File: src/rtl/rgb_hue_sequencer.sv
// ============================================================================
// Module   : rgb_hue_sequencer
// Purpose  : Six-sector hue ramp for the RGB LED, with per-channel PWM drive.
// Revision : 1.0
// ============================================================================
`default_nettype none

module rgb_hue_sequencer #(
    parameter int PWM_WIDTH = 8,
    parameter int STEP_DIV  = 7812
) (
    input  logic                 clk,
    input  logic                 reset,
    input  logic                 enable,
    output logic [PWM_WIDTH-1:0] duty_r,
    output logic [PWM_WIDTH-1:0] duty_g,
    output logic [PWM_WIDTH-1:0] duty_b,
    output logic [2:0]           sector,
    output logic                 pwm_r,
    output logic                 pwm_g,
    output logic                 pwm_b,
    output logic                 cycle_done
);

    localparam int PRE_W = (STEP_DIV > 2) ? $clog2(STEP_DIV) : 1;

    localparam logic [PWM_WIDTH-1:0] c_max      = {PWM_WIDTH{1'b1}};
    localparam logic [PWM_WIDTH-1:0] c_zero     = '0;
    localparam logic [PRE_W-1:0]     c_pre_last = PRE_W'(STEP_DIV - 1);

    localparam logic [2:0] S0 = 3'd0;
    localparam logic [2:0] S1 = 3'd1;
    localparam logic [2:0] S2 = 3'd2;
    localparam logic [2:0] S3 = 3'd3;
    localparam logic [2:0] S4 = 3'd4;
    localparam logic [2:0] S5 = 3'd5;

    logic [PRE_W-1:0]     r_prescaler;
    logic [PWM_WIDTH-1:0] r_ramp;
    logic [2:0]           r_sector;
    logic [PWM_WIDTH-1:0] r_pwm_cnt;
    logic                 w_step_tick;

    assign w_step_tick = enable && (r_prescaler == c_pre_last);
    assign sector      = r_sector;

    always_ff @(posedge clk) begin
        if (reset) begin
            r_prescaler <= '0;
            r_ramp      <= '0;
            r_sector    <= S0;
            r_pwm_cnt   <= '0;
            pwm_r       <= 1'b0;
            pwm_g       <= 1'b0;
            pwm_b       <= 1'b0;
            cycle_done  <= 1'b0;
        end else begin
            if (enable) begin
                r_prescaler <= w_step_tick ? '0 : r_prescaler + PRE_W'(1);
            end

            if (w_step_tick) begin
                // Illegal sector codes recover to the start of the cycle.
                if (r_sector > S5) begin
                    r_sector <= S0;
                    r_ramp   <= '0;
                end else if (r_ramp != c_max) begin
                    r_ramp <= r_ramp + PWM_WIDTH'(1);
                end else begin
                    r_ramp   <= '0;
                    r_sector <= (r_sector == S5) ? S0 : r_sector + 3'd1;
                end
            end

            r_pwm_cnt  <= r_pwm_cnt + PWM_WIDTH'(1);
            pwm_r      <= (r_pwm_cnt < duty_r);
            pwm_g      <= (r_pwm_cnt < duty_g);
            pwm_b      <= (r_pwm_cnt < duty_b);
            cycle_done <= w_step_tick && (r_ramp == c_max) && (r_sector == S5);
        end
    end

    always_comb begin
        duty_r = c_zero;
        duty_g = c_zero;
        duty_b = c_zero;
        case (r_sector)
            S0: begin duty_r = c_max;          duty_g = r_ramp;         duty_b = c_zero;         end
            S1: begin duty_r = c_max - r_ramp; duty_g = c_max;          duty_b = c_zero;         end
            S2: begin duty_r = c_zero;         duty_g = c_max;          duty_b = r_ramp;         end
            S3: begin duty_r = c_zero;         duty_g = c_max - r_ramp; duty_b = c_max;          end
            S4: begin duty_r = r_ramp;         duty_g = c_zero;         duty_b = c_max;          end
            S5: begin duty_r = c_max;          duty_g = c_zero;         duty_b = c_max - r_ramp; end
            default: begin duty_r = c_zero;    duty_g = c_zero;         duty_b = c_zero;         end
        endcase
    end

endmodule

`default_nettype wire
File: config.mk
export PLATFORM = sky130hd
export DESIGN_NAME = rgb_hue_sequencer
export DESIGN_NICKNAME = d
export VERILOG_FILES = /design/src/rtl/rgb_hue_sequencer.sv
export SDC_FILE = /design/constraint.sdc
export NUM_CORES = 1
export LEC_CHECK = 0
export CELL_PAD_IN_SITES_DETAIL_PLACEMENT = 2
export CELL_PAD_IN_SITES_GLOBAL_PLACEMENT = 2
export CORE_UTILIZATION = 24
export CTS_CLUSTER_DIAMETER = 30
export DETAILED_ROUTE_END_ITERATION = 8
export GPL_TIMING_DRIVEN = 1
export PLACE_DENSITY_LB_ADDON = 0.12
export REMOVE_ABC_BUFFERS = 1
export SYNTH_ARGS = -nofsm -noshare
export SYNTH_HDL_FRONTEND = slang
export SYNTH_SLANG_ARGS = --single-unit
File: constraint.sdc
create_clock -name clk -period 3.1 [get_ports clk]
set_clock_uncertainty 0.1 [all_clocks]
set_input_delay 0.62 -clock clk [delete_from_list [all_inputs] [get_ports clk]]
set_output_delay 0.62 -clock clk [all_outputs]
set_load 0.005 [all_outputs]
==> out/metrics.cfg <==
[routing]
drc = 0
vias_per_cell = 4.964
ant_nets = 0
postRouteWirelength_mm = 9.068
first_iter_violations = 91
routed-via-count = 2586
post_drt_wl_per_cell_um = 17.40
first_pass_iters = 4

[finish]
design_area_um2 = 3243
final_cells = 521
register_area_um2 = 721.9
nFillCells = 1263
multiInputGateArea_um2 = 1689
layout-drive-gt1-share_pct = 7.349
syn2layout_area_growth_pct = 22.15
diodes = 0
layout.nets = 409

[timing]
clock.fmax_mhz = 342.9
fin_crit_ps = 2916
finalHoldViolations = 0
worst_pin_slew_ps = 953.0
relSlewSlack_pct = 36.46
rsz0062_at_grt = yes
setup_viol = 0
setup_ws_ps = 183.6
period_share_pct = 94.08
slew_viol_final = 0

[power_and_ir_drop]
p_total_w = 0.0009425
leakagePower_nw = 1.265
power.density_nw_per_um2 = 290.6
irDropWorstVdd_uv = 190.2

[place]
gp_congestion = 0.7502
dp_slack_ps = 268.3
placedInstanceArea_um2 = 3151
place_inst = 513
portBuffers = 33
dpl.hpwl_mm = 6.973

[yosys]
netlist_instances = 354
synthTopCellsByArea = dfxtp_1 27%, ha_1 12%, nor2_1 5.4%, a21oi_1 5.3%, inv_1 4.9%
synth.most_common_cell = nor2_1
ys_ff_latch = 36
synthDistinctLibCells = 44
ys_seq_area_share_pct = 27.14
synth_area_leader_cell = dfxtp_1
synth-async-reset-ratio_pct = 0
ys_warn_count = 0
synth_commonest_cells = 38 x nor2_1, 36 x dfxtp_1, 35 x inv_1
synth_edf_count = 0
synth_flop_cell = dfxtp_1
synth_top_area_share_pct = 27.14
avgSynthCellArea_um2 = 7.500
synth_area_um2 = 2655

[worst_setup_path]
cp_max_fo = 11
cp_cell_sequence = buf_4 > nor3_1 > o32ai_1 > clkdlybuf4s50_1
r2r_start = sector[1]
critical_path_required_ps = 2380
startpoint = sector[1]
cp.arrival_ps = 2200
endpoint_kind = output pin
criticalPathCategory = register to output pin
cp_slowest_stage_delay_ps = 600
worst_path_max_delay_cell = clkdlybuf4s50_1
startpoint_type = register

[clocking]
clockBufferDepth = 2
cts_setup_buffers = 0
cts.sinks = 36
root_buffer = clkbuf_8
h-tree-depth = 2
clk_latency_ps = 300
tritoncts = built
path_clk_slew_ps = 80
cts_made_buffers = 5

[global_route]
antenna_found_initial = 0
grt_pass1_wl_mm = 14.92
grt_max_degree = 24
grt_overflow = 0
first_global_vias = 2725
track_usage_pct = 16.99

[floorplan]
die_area_um2 = 11490
die_width_um = 107.2
num_rows = 38
fp.dieH_um = 107.2
start_util_pct = 24.60
io_pins = 34
coreArea_um2 = 10790

[hold_path]
hp-class = register to register
min_from = r_prescaler[0]

[run]
drv_cap = 0

[outcome]
outcome = completed

power breakdown:
group	switching, W	total, W	internal [W]
Sequential	0.0000178	0.000491	0.000474
Clock	0.000205	0.000365	0.000160
Combinational	0.0000425	0.0000859	0.0000433
final timing paths:
kind,to,slack [ps],depth (start not counted)
min reg2reg,r_prescaler[0],430,2
min,r_prescaler[0],430,2
max,duty_g[0],180,4
max reg2reg,pwm_b,420,10
routing by layer:
metal / up-vias / part of all wire [%] / track usage, %
met2: 29 / 47 / 28.99
met5: - / 0 / 0
met1: 1262 / 50 / 22.41
met4: 0 / 0.95 / 4.305
met3: 6 / 2.0 / 2.310
li1: 1289 / - / -
critical path: cells and delay by family (launching register included):
kind                   cells  cell delay (ps)
and+or+nand+nor            1               50
AOI/OAI and AO/OA          1              490
buffers and inverters      2              800
DFF                        1              550
logic make-up (layout without fill, tap and decap cells):
kind of cell,after synthesis,after routing,share of synthesized area (%)
AND/OR/NAND/NOR,123,123,23.80
AO/OA/AOI/OAI,88,88,21.54
buffers and inverters,63,90,9.284
flip-flops,36,36,27.14
adder cells (fa/ha/maj),26,26,12.25
XOR/XNOR,17,17,5.608
multiplexers,1,1,0.3770
cells in the final DEF (no fill, tap or decap), drive strengths merged, types with 4 or more instances in the layout:
cell,n
xor2,7
nand2b,5
o21ai,17
nand3b,4
nand3,18
nor2,38
o21bai,7
clkdlybuf4s50,33
nor4,4
nand2,20
and3,4
nor3,10
clkbuf,5
a21oi,28
nand4,8
ha,26
a21o,9
buf,14
dfxtp,36
xnor2,10
o211ai,4
inv,36
a221o,7
a31oi,4
final cells by class:
type	count	share of cell area (%)
inverter	35	4.051
multi-input combinational	255	52.08
clock inverter	3	0.6559
sequential	36	22.26
timing repair buffer	47	13.43
clock buffer	5	2.122
tap	140	5.401
registers in the layout, summed over array words and instances (netlist names):
name and count:
r_ramp 8, pwm_r 1, r_pwm_cnt 8, sector 3, pwm_b 1, cycle_done 1
r_prescaler 13, pwm_g 1
metrics by stage:
step | util (%) | TNS [ps] | hold slack [ps]
2_1_floorplan | - | 0 | 349.1
3_3_place_gp | 29.19 | 0 | 398.9
3_5_place_dp | 29.19 | 0 | 401.1
4_1_cts | 30.03 | 0 | 438.8
5_1_grt | 30.05 | -22.26 | 458.4
6_report | 30.05 | 0 | 432.9
what timing repair did:
| item | CTS | global route |
|---|---|---|
| resized for setup | 0 | 4 |
| setup endpoints to repair | 0 | 6 |
| hold buffers | 0 | 0 |
No activity file was read; power rests on OpenSTA's default activity.
